--- src/rtl/sum_accumulator.sv ---
// Accumulates COUNT {carry, sum} adder results into an ACC_W-bit total and
// hands the frame total downstream under valid/ready with a sticky overflow flag.
module sum_accumulator #(
   parameter int N     = 4,
   parameter int ACC_W = 8,
   parameter int COUNT = 4
) (
   input  logic             clk,
   input  logic             rst,
   input  logic             in_valid,
   output logic             in_ready,
   input  logic [N-1:0]     sum,
   input  logic             carry_in,
   input  logic             clear,
   output logic [ACC_W-1:0] acc_out,
   output logic             out_valid,
   input  logic             out_ready,
   output logic             overflow
);

   localparam int CNT_W = (COUNT > 1) ? $clog2(COUNT) : 1;

   typedef enum logic [0:0] {
      ACCUM = 1'b0,
      HOLD  = 1'b1
   } state_t;

   state_t           state_r, state_s;
   logic [ACC_W-1:0] acc_r, acc_s;
   logic             ovf_r, ovf_s;
   logic [CNT_W-1:0] cnt_r, cnt_s;
   logic             in_ready_r, out_valid_r;
   logic [ACC_W:0]   add_s;

   // Next-state, accumulator and counter update; clear overrides everything.
   always_comb begin
      state_s = state_r;
      acc_s   = acc_r;
      ovf_s   = ovf_r;
      cnt_s   = cnt_r;
      add_s   = {1'b0, acc_r} + {{(ACC_W - N){1'b0}}, carry_in, sum};
      case (state_r)
         ACCUM: begin
            if (in_valid) begin
               acc_s = add_s[ACC_W-1:0];
               ovf_s = ovf_r | add_s[ACC_W];
               if (cnt_r == CNT_W'(COUNT - 1)) begin
                  cnt_s   = {CNT_W{1'b0}};
                  state_s = HOLD;
               end else begin
                  cnt_s = cnt_r + CNT_W'(1);
               end
            end else begin
               acc_s = acc_r;
            end
         end
         HOLD: begin
            if (out_ready) begin
               acc_s   = {ACC_W{1'b0}};
               ovf_s   = 1'b0;
               state_s = ACCUM;
            end else begin
               acc_s = acc_r;
            end
         end
         default: begin
            acc_s   = {ACC_W{1'b0}};
            ovf_s   = 1'b0;
            cnt_s   = {CNT_W{1'b0}};
            state_s = ACCUM;
         end
      endcase
      if (clear) begin
         acc_s   = {ACC_W{1'b0}};
         ovf_s   = 1'b0;
         cnt_s   = {CNT_W{1'b0}};
         state_s = ACCUM;
      end else begin
         state_s = state_s;
      end
   end

   // State and output registers; handshake flags are decoded from the next state.
   always_ff @(posedge clk or posedge rst) begin
      if (rst) begin
         state_r     <= ACCUM;
         acc_r       <= {ACC_W{1'b0}};
         ovf_r       <= 1'b0;
         cnt_r       <= {CNT_W{1'b0}};
         in_ready_r  <= 1'b1;
         out_valid_r <= 1'b0;
      end else begin
         state_r     <= state_s;
         acc_r       <= acc_s;
         ovf_r       <= ovf_s;
         cnt_r       <= cnt_s;
         in_ready_r  <= (state_s == ACCUM);
         out_valid_r <= (state_s == HOLD);
      end
   end

   assign acc_out   = acc_r;
   assign overflow  = ovf_r;
   assign in_ready  = in_ready_r;
   assign out_valid = out_valid_r;

endmodule

--- config.mk ---
export PLATFORM = sky130hd
export DESIGN_NAME = sum_accumulator
export DESIGN_NICKNAME = d
export VERILOG_FILES = /design/src/rtl/sum_accumulator.sv
export SDC_FILE = /design/constraint.sdc
export NUM_CORES = 1
export LEC_CHECK = 0
export BUFFER_PORTS_ARGS = -buffer_cell sky130_fd_sc_hd__clkbuf_2
export CAP_MARGIN = 10
export CELL_PAD_IN_SITES_DETAIL_PLACEMENT = 0
export CELL_PAD_IN_SITES_GLOBAL_PLACEMENT = 2
export CORE_UTILIZATION = 27
export DETAILED_ROUTE_END_ITERATION = 6
export PLACE_DENSITY_LB_ADDON = 0.1
export RECOVER_POWER = 50
export SETUP_SLACK_MARGIN = 0.1
export SYNTH_ARGS = -nofsm -noshare
export SYNTH_HDL_FRONTEND = slang
export SYNTH_SLANG_ARGS = --single-unit
--- constraint.sdc ---
create_clock -name clk -period 1.75 [get_ports clk]
set_input_delay 0.175 -clock clk [delete_from_list [all_inputs] [get_ports clk]]
set_output_delay 0.175 -clock clk [all_outputs]
set_load 0.02 [all_outputs]
==> impl.org <==
** Outcome
- The flow ran to the end, but the final reports show violations.
- Failing checks :: setup timing

** Critical path
- In this run the critical register-to-register path is captured at acc_out[6].
- The most numerous cell type found on the critical path is a21o_1.
- The worst setup path is launched from a flop.
- Launch point of the critical path :: acc_out[0]
- Capture point of the worst path :: acc_out[6]
- For the worst setup path, the data arrival time is approximately 2000 ps.
- Cell with the biggest individual delay on the critical path :: dfrtp_2
- Worst stage delay on the critical path :: ~430 ps
- The critical path goes through ha_4 > fa_2 > a21o_1 > a21o_1 > a2111o_1 > o211ai_1.
- Of all nets on the critical path, the largest fanout is 2.
- STA classifies the critical path endpoint as a flop.
- Setup slack of the most critical reg-to-reg path :: -60 ps
- The worst register-to-register path begins at acc_out[0].
- Worst setup path class :: reg2reg
- The worst register-to-register path has a depth of 6.
- Endpoint required time on the critical path :: ~1900 ps

** Route
- After detailed routing, the number of vias per cell comes to 5.00.
- Vias after detailed routing :: 730
- The count of nets left with antenna violations once routing finished came out at 0.
- After detailed routing, the total wire length is 1860 um.
- Drt initial violations :: 6
- In the routed design, unresolved DRC markers number 0.
- In the final routed layout, each cell accounts on average for 12.7 um.
- The first detailed-routing pass ran for 3 iterations.

** GRT
- GR met3 Demand/Resource :: under 10%
- In the global route stage, overall resource usage came out at 13.5%.
- The initial antenna violation count is 0.
- Most Used Layer, Global Route :: met2
- Global routing usage on met2 :: 20.0%
- The first global-routing pass estimated roughly 3200 um of wire.
- Vias in the first global route :: 682
- Entering global routing, the biggest net connects 14 pins.
- For this run, global-route usage on met1 was measured as between 10% and 20%.
- Gr ovfl total :: 0

** Placed design
- Detailed placement finished with a half-perimeter wire length of about 1400 um.
- At the end of routability-driven placement, the weighted congestion stood at 0.736.
- The count of buffers added on input and output ports is 20.
- Post-Place Setup Slack :: -79.1 ps

** Die
- Number of top-level design ports :: 21
- Core Area :: ~2600 um^2
- Initial cell density of the core :: about 30%
- Measured along the x axis, the die boundary spans about 55 um.
- In this run the vertical extent of the chip is approximately 55 um.
- Rows :: 18
- Floorplan die area :: between 3000 and 4000 um^2

** Power and ir drop
- Leak Pwr :: 0.511 nW
- Worst IR Drop VDD :: 0.000397 V
- Power density normalized to cell area :: around 840 nW/um^2

** Hold path
- The worst hold path belongs to the class in2reg.

** Timing
- Once routing completed, OpenROAD measured the worst setup slack at -57.8 ps.
- In this run the tightest slew margin relative to its limit is roughly two thirds.
- Final setup violation count :: 1
- Of the available clock period, the critical path in the final layout requires 103%.
- The total count of max-transition violations in the final report was 0.
- Counting I/O delays and the setup requirement, the final critical path takes around 1800 ps.
- Achievable clock frequency :: 0.553 GHz
- Slew at the pin closest to its max-slew limit :: between 500 and 600 ps
- The number of endpoints with negative hold slack in the final report is 0.
- Setup repair after global routing could not meet its margin everywhere.
- Setup Skew :: between 5 and 6 ps

** Final layout
- Cells fill around two fifths of the core in the end.
- Most used cells in the layout excluding fill and tap cells :: 17 x clkbuf_2, 14 x nand2_1, 11 x dfrtp_1, 9 x buf_4, 6 x nor2_1
- In the final design database the tool counted around 130 nets.
- Antenna diode instance count :: 0
- The post-route netlist has 31.9% of its cells at a drive strength greater than 1.
- Fill count :: 275
- Post-synthesis to final-layout area growth :: 34.0%
- Leading cell type in the layout, fill and taps excluded :: clkbuf_2
- In the final layout, flip-flops and latches occupy about 330 um^2.
- Area of the multi-input gates :: 453 um^2

** CTS
- TritonCTS built the clock tree.
- Master cell of the clock root buffer :: clkbuf_4
- Depth of the CTS H-tree :: 1
- CTS buffer count :: 3
- In this run the deepest clock path goes through 2 buffers.
- CTS saw 13 sinks.
- Clock Latency Late Sink :: approximately 280 ps
- Register clock-pin slew on the reported worst setup and hold paths :: 90 ps

** Synthesis
- For this run, the number of Yosys warnings is 0.
- The synthesized netlist contains 27 unique library cells.
- In this run the mean area of a mapped cell was roughly 9.4 um^2.
- Portion of the post-synthesis area used by sequential elements :: ~43%
- Cell area after synthesis :: ~770 um^2
- Counting every net in the synthesized netlist gives a little under 100.
- The most used flip-flop cell after synthesis is dfrtp_1.
- Synthesis produced between 80 and 90 cells.
- Post-synthesis sequential element count :: 13
- The synthesized design contains 0 enable-type register cells.
- Post-synthesis async set-or-reset flop share :: between 90% and 100%

** Flow run
- Max-capacitance violation count :: 0
cell type report:
type                            instances  share of cell area [%]
Clock buffer                            4                    2.55
Inverter                                3                    1.09
Multi-Input combinational cell         66                    44.0
Sequential cell                        13                    31.8
Tap cell                               30                    3.65
Timing Repair Buffer                   30                    16.9
synth_stat cells, types with 2 or more instances:
master    count  share of area, %
ha_1          6               9.8
o21ai_1       5               3.3
nand2_1      15               7.3
o21ai_0       2               1.3
nand2b_1      2               1.6
a21o_1        5               4.9
a211oi_1      3               2.9
nor2_1        6               2.9
inv_1         2              0.98
xnor2_1       3               3.4
a31oi_1       2               1.6
a21oi_1       5               3.3
dfrtp_1      12                39
state kept, by name, indices dropped and copies added (netlist names):
register	cells
out_valid	1
acc_out	8
overflow	1
in_ready	1
cnt_r	2
worst min-delay path by stage:
stage / slack, ps / startpoint / endpoint / cells past startpoint
after floorplan: 50 / rst / acc_out[1] / 1
after global placement: 230 / rst / out_valid / 2
after CTS: 110 / clear / cnt_r[0] / 2
after global routing: 130 / clear / cnt_r[1] / 2
final: 120 / clear / cnt_r[0] / 2
after detailed placement: 230 / rst / out_valid / 2
repair_timing:
item / 4_1_cts / 5_1_grt
pin swaps: 5 / 3
hold buffers: 1 / 0
gates cloned: 0 / 0
buffers inserted: 3 / 1
endpoints found under the setup margin: 4 / 5
endpoints found under the hold margin: 12 / 0
gates resized for setup: 2 / 0
metal layers:
layer  share of wire [%]  vias up
met3                 3.3        4
met5                   0        -
met1                  51      345
met2                  43       15
li1                    -      366
met4                 2.2        0
per-stage QoR:
stage               area [um^2]  setup TNS [ps]  hold slack [ps]  instances  power, mW
CTS                        1030            -116              111        145      0.885
finish                     1030           -57.8              118        146      0.864
global route               1030            -211              128        146      0.932
global placement            960           -47.4              231        137      0.651
detailed placement          960           -79.1              229        137      0.653
floorplan                   785            -109             51.2         82      0.553
cell families (layout without fill, tap and decap cells):
logic type / count (synthesis) / after routing / share of synthesized area (%)
fa+ha+maj: 7 / 7 / 12.4
compound gates: 27 / 27 / 23.1
xor+xnor: 4 / 4 / 4.56
buf+inv: 3 / 37 / 1.47
simple gates: 28 / 28 / 16.0
flops: 13 / 13 / 42.5
critical path: cells and delay by family (launching register included):
family	cells	cell delay, ps
compound gates	4	790
fa+ha+maj	2	510
flops	1	430
power breakdown:
part / switching, mW / internal (mW)
registers: 0.0293 / 0.331
logic: 0.168 / 0.143
clock network: 0.104 / 0.0884
Note: power is estimated with default switching activity, not from simulation.
